[src/rtl/stopwatch_ctrl_if.sv]
// Command/status bundle between the stopwatch controller and its decade digit counters.
// Signal names carry the controller's point of view (i_ = into the controller).
interface stopwatch_ctrl_if #(
    parameter int unsigned DIGITS = 4
) ();
    logic                  i_start;
    logic                  i_stop;
    logic                  i_clr;
    logic                  i_load_req;
    logic [4*DIGITS-1:0]   i_preset;
    logic [DIGITS-1:0]     i_digit_count;
    logic [DIGITS-1:0]     o_digit_en;
    logic                  o_digit_load_n;
    logic [4*DIGITS-1:0]   o_digit_data;
    logic                  o_tick;
    logic                  o_running;
    logic                  o_ovf;

    modport slave (
        input  i_start, i_stop, i_clr, i_load_req, i_preset, i_digit_count,
        output o_digit_en, o_digit_load_n, o_digit_data, o_tick, o_running, o_ovf
    );

    modport master (
        output i_start, i_stop, i_clr, i_load_req, i_preset, i_digit_count,
        input  o_digit_en, o_digit_load_n, o_digit_data, o_tick, o_running, o_ovf
    );
endinterface

[src/rtl/stopwatch_ctrl.sv]
// Stopwatch sequencer: time-base prescaler, run/pause/clear FSM and per-digit EN/LOAD/DATA
// drive for a cascade of external mod-10 counters.
module stopwatch_ctrl #(
    parameter int unsigned DIGITS      = 4,
    parameter int unsigned PRESCALE    = 10,
    parameter bit          STOP_AT_MAX = 1'b0
) (
    input  logic              i_clk,
    input  logic              i_rst_n,
    stopwatch_ctrl_if.slave   bus
);
    localparam int unsigned      PW        = $clog2(PRESCALE);
    localparam logic [PW-1:0]    PRESC_MAX = PW'(PRESCALE - 1);

    localparam logic [2:0] StIdle    = 3'd0;
    localparam logic [2:0] StRun     = 3'd1;
    localparam logic [2:0] StPause   = 3'd2;
    localparam logic [2:0] StLoading = 3'd3;
    localparam logic [2:0] StHalt    = 3'd4;

    logic [2:0]          r_state, w_state_nxt;
    logic [PW-1:0]       r_presc, w_presc_nxt;
    logic                r_ovf, w_ovf_nxt;
    logic [4*DIGITS-1:0] r_data, w_data_nxt;

    logic              w_tick, w_all9, w_halt, w_inc, w_carry;
    logic [DIGITS-1:0] w_cascade;

    always_comb begin
        w_tick  = (r_state == StRun) && (r_presc == PRESC_MAX);
        w_all9  = &bus.i_digit_count;
        w_halt  = w_tick && w_all9 && STOP_AT_MAX;
        // A coincident clear or a halt at all-9s swallows the increment.
        w_inc   = w_tick && !bus.i_clr && !w_halt;
        w_carry = 1'b1;
        for (int i = 0; i < int'(DIGITS); i++) begin
            w_cascade[i] = w_inc && w_carry;
            w_carry      = w_carry && bus.i_digit_count[i];
        end
    end

    always_comb begin
        w_state_nxt = r_state;
        w_presc_nxt = r_presc;
        w_ovf_nxt   = r_ovf;
        w_data_nxt  = r_data;
        if (r_state == StRun) begin
            w_presc_nxt = w_tick ? '0 : r_presc + 1'b1;
        end
        if (bus.i_clr) begin
            w_state_nxt = StLoading;
            w_data_nxt  = '0;
            w_ovf_nxt   = 1'b0;
            w_presc_nxt = '0;
        end else begin
            case (r_state)
                StIdle, StPause, StHalt: begin
                    if (bus.i_load_req) begin
                        w_state_nxt = StLoading;
                        w_data_nxt  = bus.i_preset;
                        w_presc_nxt = '0;
                    end else if (!bus.i_stop && bus.i_start && r_state != StHalt) begin
                        w_state_nxt = StRun;
                        if (r_state == StIdle) w_presc_nxt = '0;
                    end
                end
                StRun: begin
                    if (w_halt) begin
                        w_state_nxt = StHalt;
                        w_ovf_nxt   = 1'b1;
                    end else begin
                        if (w_tick && w_all9) w_ovf_nxt = 1'b1;
                        if (bus.i_stop) w_state_nxt = StPause;
                    end
                end
                StLoading: begin
                    w_state_nxt = StIdle;
                    w_presc_nxt = '0;
                end
                default: w_state_nxt = StIdle;
            endcase
        end
    end

    always_ff @(posedge i_clk or negedge i_rst_n) begin
        if (!i_rst_n) begin
            r_state <= StIdle;
            r_presc <= '0;
            r_ovf   <= 1'b0;
            r_data  <= '0;
        end else begin
            r_state <= w_state_nxt;
            r_presc <= w_presc_nxt;
            r_ovf   <= w_ovf_nxt;
            r_data  <= w_data_nxt;
        end
    end

    assign bus.o_tick         = w_tick;
    assign bus.o_running      = (r_state == StRun);
    assign bus.o_digit_load_n = (r_state != StLoading);
    assign bus.o_digit_en     = (r_state == StLoading) ? '1 : w_cascade;
    assign bus.o_digit_data   = r_data;
    assign bus.o_ovf          = r_ovf;
endmodule
[src/flat_wrapper.sv]
// flat-port wrapper written by rule: the top's interface ports become plain ports
module stopwatch_ctrl_flat 
#(
    parameter int unsigned DIGITS      = 4,
    parameter int unsigned PRESCALE    = 10,
    parameter bit          STOP_AT_MAX = 1'b0
)
  (i_clk, i_rst_n, bus_i_start, bus_i_stop, bus_i_clr, bus_i_load_req, bus_i_preset, bus_i_digit_count, bus_o_digit_en, bus_o_digit_load_n, bus_o_digit_data, bus_o_tick, bus_o_running, bus_o_ovf);
  stopwatch_ctrl_if #(.DIGITS(DIGITS)) bus_i ();
  input  logic i_clk;
  input  logic i_rst_n;
  input wire logic [$bits(bus_i.i_start)-1:0] bus_i_start;
  input wire logic [$bits(bus_i.i_stop)-1:0] bus_i_stop;
  input wire logic [$bits(bus_i.i_clr)-1:0] bus_i_clr;
  input wire logic [$bits(bus_i.i_load_req)-1:0] bus_i_load_req;
  input wire logic [$bits(bus_i.i_preset)-1:0] bus_i_preset;
  input wire logic [$bits(bus_i.i_digit_count)-1:0] bus_i_digit_count;
  output wire logic [$bits(bus_i.o_digit_en)-1:0] bus_o_digit_en;
  output wire logic [$bits(bus_i.o_digit_load_n)-1:0] bus_o_digit_load_n;
  output wire logic [$bits(bus_i.o_digit_data)-1:0] bus_o_digit_data;
  output wire logic [$bits(bus_i.o_tick)-1:0] bus_o_tick;
  output wire logic [$bits(bus_i.o_running)-1:0] bus_o_running;
  output wire logic [$bits(bus_i.o_ovf)-1:0] bus_o_ovf;
  assign bus_i.i_start = bus_i_start;
  assign bus_i.i_stop = bus_i_stop;
  assign bus_i.i_clr = bus_i_clr;
  assign bus_i.i_load_req = bus_i_load_req;
  assign bus_i.i_preset = bus_i_preset;
  assign bus_i.i_digit_count = bus_i_digit_count;
  assign bus_o_digit_en = bus_i.o_digit_en;
  assign bus_o_digit_load_n = bus_i.o_digit_load_n;
  assign bus_o_digit_data = bus_i.o_digit_data;
  assign bus_o_tick = bus_i.o_tick;
  assign bus_o_running = bus_i.o_running;
  assign bus_o_ovf = bus_i.o_ovf;
  stopwatch_ctrl #(.DIGITS(DIGITS), .PRESCALE(PRESCALE), .STOP_AT_MAX(STOP_AT_MAX)) u_core (.i_clk(i_clk), .i_rst_n(i_rst_n), .bus(bus_i));
endmodule
[config.mk]
export PLATFORM = sky130hd
export DESIGN_NAME = stopwatch_ctrl_flat
export DESIGN_NICKNAME = d
export VERILOG_FILES = /design/src/rtl/stopwatch_ctrl_if.sv /design/src/rtl/stopwatch_ctrl.sv /design/src/flat_wrapper.sv
export SDC_FILE = /design/constraint.sdc
export NUM_CORES = 1
export LEC_CHECK = 0
export CORE_ASPECT_RATIO = 1.75
export CORE_MARGIN = 2
export CORE_UTILIZATION = 40
export DETAILED_ROUTE_END_ITERATION = 6
export PLACE_DENSITY_LB_ADDON = 0.25
export SYNTH_ARGS = -nofsm -noshare
export SYNTH_HDL_FRONTEND = slang
export SYNTH_SLANG_ARGS = --single-unit
[constraint.sdc]
create_clock -name i_clk -period 1.9 [get_ports i_clk]
set_input_delay 0.19 -clock i_clk [delete_from_list [all_inputs] [get_ports i_clk]]
set_output_delay 0.19 -clock i_clk [all_outputs]
set_load 0.02 [all_outputs]
# Yosys cells after proc, flatten, opt, wreduce, memory -nomap -nowiden

Cells that the tools add are included.

Input bits: 26
Output and inout port bits: 24
Bits in registers: 24
Logic and storage cells: 55

Reductions and logical operators: 22
Muxes and demuxes: 19
Add/sub/neg operators: 1
Eq/ne operators: 9

Operator list:

| cell                                                                     | number |
|---|---|
| 16-bit two-way mux                                                       | 3 |
| 4-bit two-way mux                                                        | 7 |
| 3-bit two-way mux                                                        | 4 |
| 1-bit logical AND                                                        | 10 |
| 4-bit one-hot mux with 2 select lines                                    | 1 |
| 2-bit nonzero test                                                       | 4 |
| 3-bit by 2-bit equality test with 1-bit output (second input constant)   | 2 |
| 3-bit inequality test (second input constant)                            | 2 |
| 3-bit one-hot mux with 2 select lines                                    | 1 |
| 2-bit AND reduction                                                      | 3 |
| 4-bit by 1-bit adder with 4-bit output (second input constant)           | 1 |
| 4-bit equality test (second input constant)                              | 1 |
| 4-bit by 3-bit inequality test with 1-bit output (second input constant) | 1 |
| 4-bit AND reduction                                                      | 1 |
| 3-bit by 1-bit equality test with 1-bit output (second input constant)   | 1 |
| 3-bit equality test (second input constant)                              | 1 |
| 3-bit zero test                                                          | 1 |
| 1-bit two-way mux                                                        | 3 |
| 3-bit by 2-bit inequality test with 1-bit output (second input constant) | 1 |
| 3-bit OR reduction                                                       | 1 |
| 1-bit zero test                                                          | 2 |

# Depth between registers and ports, before layout

Gate-level depths: netlist of the first run.

Depth in word-level cells: 9
Gate-level depth with buffers: 6
Mapped depth without buffers: 6

# Worst setup path after synthesis of the first run

No wires, ideal clock.

Kind: register -> output
From: register u_core.r_presc[1]
To: output bus_o_digit_en[2]
Stages on the path, launching flop included: 6
Slack: 275 ps
Data required time: 1710 ps
Arrival time: 1435 ps
Buffers on the path: 0
Cells stage by stage: dfrtp_1 -> inv_1 -> ha_1 -> nand2_1 -> or4_4 -> o21ai_1

Cells in the longest elaborated chain, start to end: 5

Ends and longest elaborated chain:

| element                  | line                  | source |
|---|---|---|
| start: declaration       | stopwatch_ctrl.sv:22  | `logic [PW-1:0] r_presc, w_presc_nxt;` |
| start signal: assignment | stopwatch_ctrl.sv:93  | `r_presc <= w_presc_nxt;` |
| 4-bit equality test      | stopwatch_ctrl.sv:30  | `w_tick = (r_state == StRun) && (r_presc == PRESC_MAX);` |
| 1-bit logical AND        | stopwatch_ctrl.sv:30  |  |
| 1-bit logical AND        | stopwatch_ctrl.sv:34  | `w_inc = w_tick && !bus.i_clr && !w_halt;` |
| 1-bit logical AND        | stopwatch_ctrl.sv:37  | `w_cascade[i] = w_inc && w_carry;` |
| 4-bit two-way mux        | stopwatch_ctrl.sv:102 | `assign bus.o_digit_en = (r_state == StLoading) ? '1 : w_cascade;` |
| end: declaration         | flat_wrapper.sv:18    | `output wire logic [$bits(bus_i.o_digit_en)-1:0] bus_o_digit_en;` |

No other way between the ends.

# Worst setup path in the final report of the first run

Ends and elaborated chain as after synthesis.

==> impl_metrics.sql, run 1 <==
INSERT INTO impl_metrics (metric_group, metric, value, unit) VALUES
('logic_synthesis', 'synth_enable_flop_cells', '0', ''),
('logic_synthesis', 'synth_top_cells_by_area', 'sky130_fd_sc_hd__dfrtp_1 (53%), sky130_fd_sc_hd__nand2_1 (14%), sky130_fd_sc_hd__a21oi_1 (7.9%), sky130_fd_sc_hd__ha_1 (2.3%), sky130_fd_sc_hd__buf_2 (1.9%)', ''),
('clocking', 'clock-root-buffer', 'sky130_fd_sc_hd__clkbuf_8', ''),
('global_route', 'number_of_antenna_violations_at_the_first_check_in_global_routing', '0', ''),
('setup_path', 'setup.worst_path.class', 'flip-flop to output port', ''),
('layout', 'synthToLayoutAreaGrowth', '59.2', '%'),
('power_and_ir_drop', 'ir_drop', '0.000397', 'V'),
('global_route', 'grt_first_pass_wirelength', '4750', 'µm'),
('floorplan', 'initial_utilization', '41.1', '%'),
('placement', 'placed_cell_area', '0.00166', 'mm²'),
('routing', 'post_drt_via_cell_ratio', '5.23', ''),
('hold_path', 'hold_class', 'input pin to async pin', ''),
('power_and_ir_drop', 'total_power', '0.00109', 'W'),
('timing', 'rsz0062_at_grt', 'yes', ''),
('logic_synthesis', 'async_reset_ff_share', '100', '%'),
('clocking', 'cts_inserted_buffers', '3', ''),
('routing', 'vias', '1099', ''),
('routing', 'drt-wirelength-per-cell', '13.7', 'µm'),
('layout', 'layout_common_cells', 'sky130_fd_sc_hd__clkdlybuf4s50_1 (42), sky130_fd_sc_hd__nand2_1 (40), sky130_fd_sc_hd__dfrtp_1 (23)', ''),
('setup_path', 'worst_setup_path_end_kind', 'output port', ''),
('logic_synthesis', 'netlist.area_leader.share', '53.3', '%'),
('layout', 'finish.cell_count_without_fillers', '210', ''),
('timing', 'post-route-period-util', '97.3', '%'),
('timing', 'maxSlewViolCount', '0', ''),
('global_route', 'first_global_vias', '1149', ''),
('timing', 'finClkSkew', '1.11', 'ps'),
('logic_synthesis', 'synth-seq-area-share', '53.3', '%'),
('layout', 'number_of_fill_cells', '209', ''),
('layout', 'mostFrequentLayoutCell', 'sky130_fd_sc_hd__clkdlybuf4s50_1', ''),
('timing', 'min_period', '1850', 'ps'),
('global_route', 'maximum_number_of_pins_on_one_net_before_global_route_repair', '24', ''),
('clocking', 'postCtsSetupRepairBufs', '0', ''),
('timing', 'finalHoldViolations', '0', ''),
('logic_synthesis', 'yosysWarnings', '0', ''),
('floorplan', 'design.die.area', '0.00315', 'mm²'),
('clocking', 'tritoncts', 'yes', ''),
('placement', 'dp.final_hpwl', '2260', 'µm'),
('setup_path', 'critical_path_maximum_fanout', '4', ''),
('routing', 'drtIter0Drc', '12', ''),
('clocking', 'cts_htree_levels', '1', ''),
('timing', 'setup_violations', '0', ''),
('routing', 'firstDrtPassIters', '4', ''),
('setup_path', 'crit_path_start_kind', 'flip-flop', ''),
('timing', 'fmax', '541', 'MHz'),
('logic_synthesis', 'postSynthNetCount', '153', ''),
('logic_synthesis', 'synthFlopType', 'sky130_fd_sc_hd__dfrtp_1', ''),
('floorplan', 'rows', '25', ''),
('global_route', 'global_route.usage.total', '19.6', '%'),
('routing', 'route.antenna.remaining_nets', '0', ''),
('layout', 'fraction_of_final_layout_cells_with_drive_strength_greater_than_1', '13.7', '%'),
('routing', 'drc', '0', ''),
('outcome', 'run_status', 'finished, final reports clean', ''),
('layout', 'diodes', '0', ''),
('clocking', 'cts.reportedPaths.clkPinSlew', '80', 'ps'),
('power_and_ir_drop', 'p_leak', '0.765', 'nW'),
('power_and_ir_drop', 'power-per-cell-area', '634', 'mW/mm²'),
('clocking', 'clock_tree.buffer_depth', '2', ''),
('floorplan', 'die_width', '43.3', 'µm'),
('layout', 'layout.core_utilization', '65.4', '%'),
('floorplan', 'core_area', '0.00263', 'mm²'),
('logic_synthesis', 'netlist_area', '0.00108', 'mm²'),
('setup_path', 'critical_path_required', '1710', 'ps'),
('placement', 'number_of_cells_in_the_design_after_placement', '206', ''),
('routing', 'finalWirelength', '2880', 'µm'),
('clocking', 'worst_skew_pair_later_pin_latency', '260', 'ps'),
('logic_synthesis', 'ys_seq_elements', '23', ''),
('floorplan', 'dieHeight', '72.7', 'µm'),
('floorplan', 'i_o_pin_count', '50', ''),
('clocking', 'clock_sink_count', '23', ''),
('timing', 'maxSlewHeadroom', '75.4', '%'),
('logic_synthesis', 'yosys.area.top_type', 'sky130_fd_sc_hd__dfrtp_1', '');
## through the flow
step	TNS [ps]	worst slack, ps
after global routing	-34.5	-28.7
after CTS	0	3.52
after global placement	-721	-202
final	0	50.8
after detailed placement	-836	-243
after floorplan	0	275
## cell families (layout without fill, tap and decap cells)
kind of cell	Yosys count	in the layout	synth area share, %
AND/OR/NAND/NOR	59	59	24.7
AO/OA/AOI/OAI	28	28	13.9
flip-flops	23	23	53.3
buffers and inverters	12	70	4.98
adder cells (fa/ha/maj)	2	2	2.32
XOR/XNOR	1	1	0.811
## synth_stat cells (2+ instances only)
| master | instances |
|---|---|
| sky130_fd_sc_hd__a21oi_1 | 17 |
| sky130_fd_sc_hd__nand2_1 | 41 |
| sky130_fd_sc_hd__ha_1 | 2 |
| sky130_fd_sc_hd__dfrtp_1 | 23 |
| sky130_fd_sc_hd__buf_2 | 4 |
| sky130_fd_sc_hd__inv_1 | 5 |
| sky130_fd_sc_hd__nor3_1 | 2 |
| sky130_fd_sc_hd__nor2_1 | 5 |
| sky130_fd_sc_hd__o211ai_1 | 2 |
| sky130_fd_sc_hd__nor2b_1 | 2 |
| sky130_fd_sc_hd__o21ai_1 | 3 |
| sky130_fd_sc_hd__o21ai_0 | 4 |
## cell type report
| type | count | area, µm² | share of cell area, % |
|---|---|---|---|
| Inverter | 5 | 18.8 | 1.09 |
| Sequential cell | 23 | 576 | 33.5 |
| Clock buffer | 4 | 45.0 | 2.62 |
| Timing Repair Buffer | 61 | 577 | 33.6 |
| Multi-Input combinational cell | 90 | 469 | 27.3 |
| Tap cell | 27 | 33.8 | 1.97 |
## path summary, 6_finish.rpt
path                                   start                     endpoint  slack, ps  cells after the start
max                        u_core.r_presc[1]            bus_o_digit_en[2]         50                      6
min                                  i_rst_n   u_core.bus.o_digit_data[0]        270                      2
max reg2reg                u_core.r_presc[1]             u_core.bus.o_ovf        510                      8
min reg2reg                 u_core.bus.o_ovf             u_core.bus.o_ovf        520                      2
max in group asynchronous            i_rst_n  u_core.bus.o_digit_data[10]       1400                      2
min in group i_clk          bus_i_preset[13]  u_core.bus.o_digit_data[13]        470                      3
## state kept, by name, indices dropped and copies added, names as in the netlist
| name | count |
|---|---|
| u_core.r_state | 2 |
| u_core.r_presc | 4 |
| u_core.bus.o_ovf | 1 |
| u_core.bus.o_digit_data | 16 |
## repair_timing
item,4_1_cts,5_1_grt
cloned,0,0
setup endpoints to repair,5,6
pin swaps,0,1
gates resized for setup,16,13
## power by group
part           internal, W  switching, W  leakage (nW)
Combinational     0.000135      0.000136         0.432
Sequential        0.000510     0.0000133         0.310
Clock             0.000149      0.000146        0.0228
## per-layer routing
layer	up-vias	GRT usage [%]	routed length (µm)
li1	531	-	-
met1	518	19.8	1010
met2	44	38.0	1670
met3	6	1.73	145
met4	0	9.43	57
met5	-	0	0
## critical path, stage by stage, from the launching register on
cell and delay, ps:
sky130_fd_sc_hd__dfrtp_1 390, sky130_fd_sc_hd__inv_2 70, sky130_fd_sc_hd__ha_4 120, sky130_fd_sc_hd__nand2_2 50, sky130_fd_sc_hd__or4_4 440, sky130_fd_sc_hd__o21ai_1 160
sky130_fd_sc_hd__buf_4 160
Power figures use the tool's default switching activity.
==> inputs of run 2 (changes only) <==
==> constraint.sdc (replaced) <==
create_clock -name i_clk -period 1.9 [get_ports i_clk]
set_input_delay 0.19 -clock i_clk [delete_from_list [all_inputs] [get_ports i_clk]]
set_output_delay 0.19 -clock i_clk [all_outputs]
set_load 0.005 [all_outputs]
==> run 2 against run 1 <==
Total power fell by 3.8%. Largest cell class is now registers. Global-route usage fell by 0.39 points. Wire length is 3.5% lower. Critical path depth unchanged. Critical endpoint unchanged.
==> impl_metrics.sql, run 2 (synthesized netlist as in run 1, its figures left out) <==
INSERT INTO impl_metrics (metric_group, metric, value, unit) VALUES
('job', 'max_cap_violations', '0', ''),
('global_route', 'first_global_vias', '1089', ''),
('routing', 'drc', '0', ''),
('setup_path', 'worst_setup_path_end_kind', 'output port', ''),
('timing', 'fin_worst_hold_slack', '275', 'ps'),
('clocking', 'worst_skew_pair_later_pin_latency', '260', 'ps'),
('global_route', 'grt.overflow.total', '0', ''),
('layout', 'mostFrequentLayoutCell', 'sky130_fd_sc_hd__clkdlybuf4s50_1', ''),
('placement', 'place.gp.congestion', '0.704', ''),
('timing', 'setup_violations', '0', ''),
('floorplan', 'die_width', '43.3', 'µm'),
('clocking', 'cts.reportedPaths.clkPinSlew', '80', 'ps'),
('routing', 'finalWirelength', '2780', 'µm'),
('floorplan', 'rows', '25', ''),
('routing', 'drt-wirelength-per-cell', '13.3', 'µm'),
('outcome', 'run_status', 'finished, final reports clean', ''),
('setup_path', 'setup.worst_path.class', 'flip-flop to output port', ''),
('setup_path', 'critical_path_arrival', '1660', 'ps'),
('routing', 'vias', '1072', ''),
('clocking', 'clock_sink_count', '23', ''),
('routing', 'post_drt_via_cell_ratio', '5.13', ''),
('power_and_ir_drop', 'ir_drop', '0.000434', 'V'),
('layout', 'design.final.nets', '211', ''),
('routing', 'drtIter0Drc', '10', ''),
('global_route', 'maximum_number_of_pins_on_one_net_before_global_route_repair', '24', ''),
('timing', 'maxSlewHeadroom', '71.8', '%'),
('timing', 'rsz0062_at_grt', 'yes', ''),
('hold_path', 'hold_class', 'input pin to async pin', ''),
('setup_path', 'crit_path_start_kind', 'flip-flop', ''),
('timing', 'finClkSkew', '3.49', 'ps'),
('layout', 'layout_common_cells', 'sky130_fd_sc_hd__clkdlybuf4s50_1 (44), sky130_fd_sc_hd__nand2_1 (41), sky130_fd_sc_hd__dfrtp_1 (23)', ''),
('layout', 'number_of_fill_cells', '236', ''),
('layout', 'flip_flop_count_of_the_largest_register_all_copies_and_words_added', '16', ''),
('setup_path', 'critical_path_maximum_fanout', '4', ''),
('timing', 'maxSlewViolCount', '0', ''),
('floorplan', 'dieHeight', '72.7', 'µm'),
('clocking', 'clock_tree.buffer_depth', '2', ''),
('routing', 'firstDrtPassIters', '4', ''),
('global_route', 'global_route.usage.total', '19.2', '%'),
('clocking', 'tritoncts', 'yes', ''),
('layout', 'diodes', '0', ''),
('routing', 'route.antenna.remaining_nets', '0', ''),
('clocking', 'cts_htree_levels', '1', ''),
('clocking', 'postCtsSetupRepairBufs', '0', ''),
('power_and_ir_drop', 'p_leak', '0.735', 'nW'),
('timing', 'finalHoldViolations', '0', ''),
('layout', 'fraction_of_final_layout_cells_with_drive_strength_greater_than_1', '12.6', '%'),
('clocking', 'cts_inserted_buffers', '3', ''),
('timing', 'fmax', '540', 'MHz'),
('placement', 'dp.final_hpwl', '2170', 'µm'),
('global_route', 'grt_first_pass_wirelength', '4560', 'µm'),
('timing', 'post-route-period-util', '97.5', '%'),
('floorplan', 'core_area', '0.00263', 'mm²'),
('power_and_ir_drop', 'power-per-cell-area', '622', 'mW/mm²'),
('setup_path', 'critical_path_required', '1710', 'ps'),
('timing', 'min_period', '1850', 'ps'),
('floorplan', 'design.die.area', '0.00315', 'mm²'),
('layout', 'synthToLayoutAreaGrowth', '56.2', '%'),
('clocking', 'clock-root-buffer', 'sky130_fd_sc_hd__clkbuf_8', ''),
('floorplan', 'i_o_pin_count', '50', ''),
('floorplan', 'initial_utilization', '41.1', '%'),
('timing', 'max_slew.worst_pin.slew', '419', 'ps'),
('placement', 'io_buffers', '49', ''),
('power_and_ir_drop', 'total_power', '0.00105', 'W'),
('global_route', 'number_of_antenna_violations_at_the_first_check_in_global_routing', '0', '');
[run 2: path summary, 6_finish.rpt]
check	from	endpoint	slack (ps)	cells after the start
worst min register to register	u_core.bus.o_ovf	u_core.bus.o_ovf	510	2
worst min-delay path	i_rst_n	u_core.bus.o_digit_data[0]	280	2
min in group i_clk	bus_i_preset[6]	u_core.bus.o_digit_data[6]	460	3
max in group asynchronous	i_rst_n	u_core.bus.o_digit_data[8]	1390	2
worst max-delay path	u_core.r_presc[1]	bus_o_digit_en[2]	50	6
worst max register to register	u_core.r_state[1]	u_core.r_presc[3]	600	5
[run 2: area by class of cell]
cell class,count,area (µm²),area share (%)
Clock buffer,4,45.0,2.67
Sequential cell,23,576,34.1
Multi-Input combinational cell,90,462,27.4
Inverter,5,18.8,1.11
Tap cell,27,33.8,2.00
Timing Repair Buffer,60,552,32.7
[run 2: critical path: stages (launching register included)]
cell,delay [ps]
sky130_fd_sc_hd__dfrtp_1,380
sky130_fd_sc_hd__inv_1,60
sky130_fd_sc_hd__ha_2,160
sky130_fd_sc_hd__nand2_1,70
sky130_fd_sc_hd__or4_4,450
sky130_fd_sc_hd__o21ai_1,160
sky130_fd_sc_hd__clkbuf_2,130
[run 2: layer usage]
layer | wire, µm | vias up | track usage, %
li1 | - | 528 | -
met1 | 1040 | 497 | 19.7
met2 | 1520 | 41 | 35.3
met3 | 158 | 6 | 2.23
met4 | 70 | 0 | 11.8
met5 | 0 | - | 0
[run 2: where the power goes]
group | switching, W | internal (W) | leakage, nW
Clock | 0.000151 | 0.000150 | 0.0228
Sequential | 0.0000120 | 0.000510 | 0.310
Combinational | 0.0000985 | 0.000128 | 0.402
[run 2: what timing repair did]
| item | CTS | global route |
|---|---|---|
| endpoints found under the setup margin | 5 | 4 |
| gates cloned | 0 | 0 |
| pin swaps | 1 | 0 |
| gates resized for setup | 13 | 5 |
| hold buffers | 0 | 0 |
[run 2: stage by stage]
step	worst slack, ps	utilization [%]	setup TNS (ps)	cell area (µm²)	instances
final	47.7	64.2	0	1690	209
after global routing	-34.4	64.2	-67.0	1690	209
after CTS	-48.7	64.7	-48.7	1700	209
after detailed placement	-171	62.9	-496	1650	205
after global placement	-99.0	62.9	-310	1650	205
after floorplan	469	-	0	1080	125
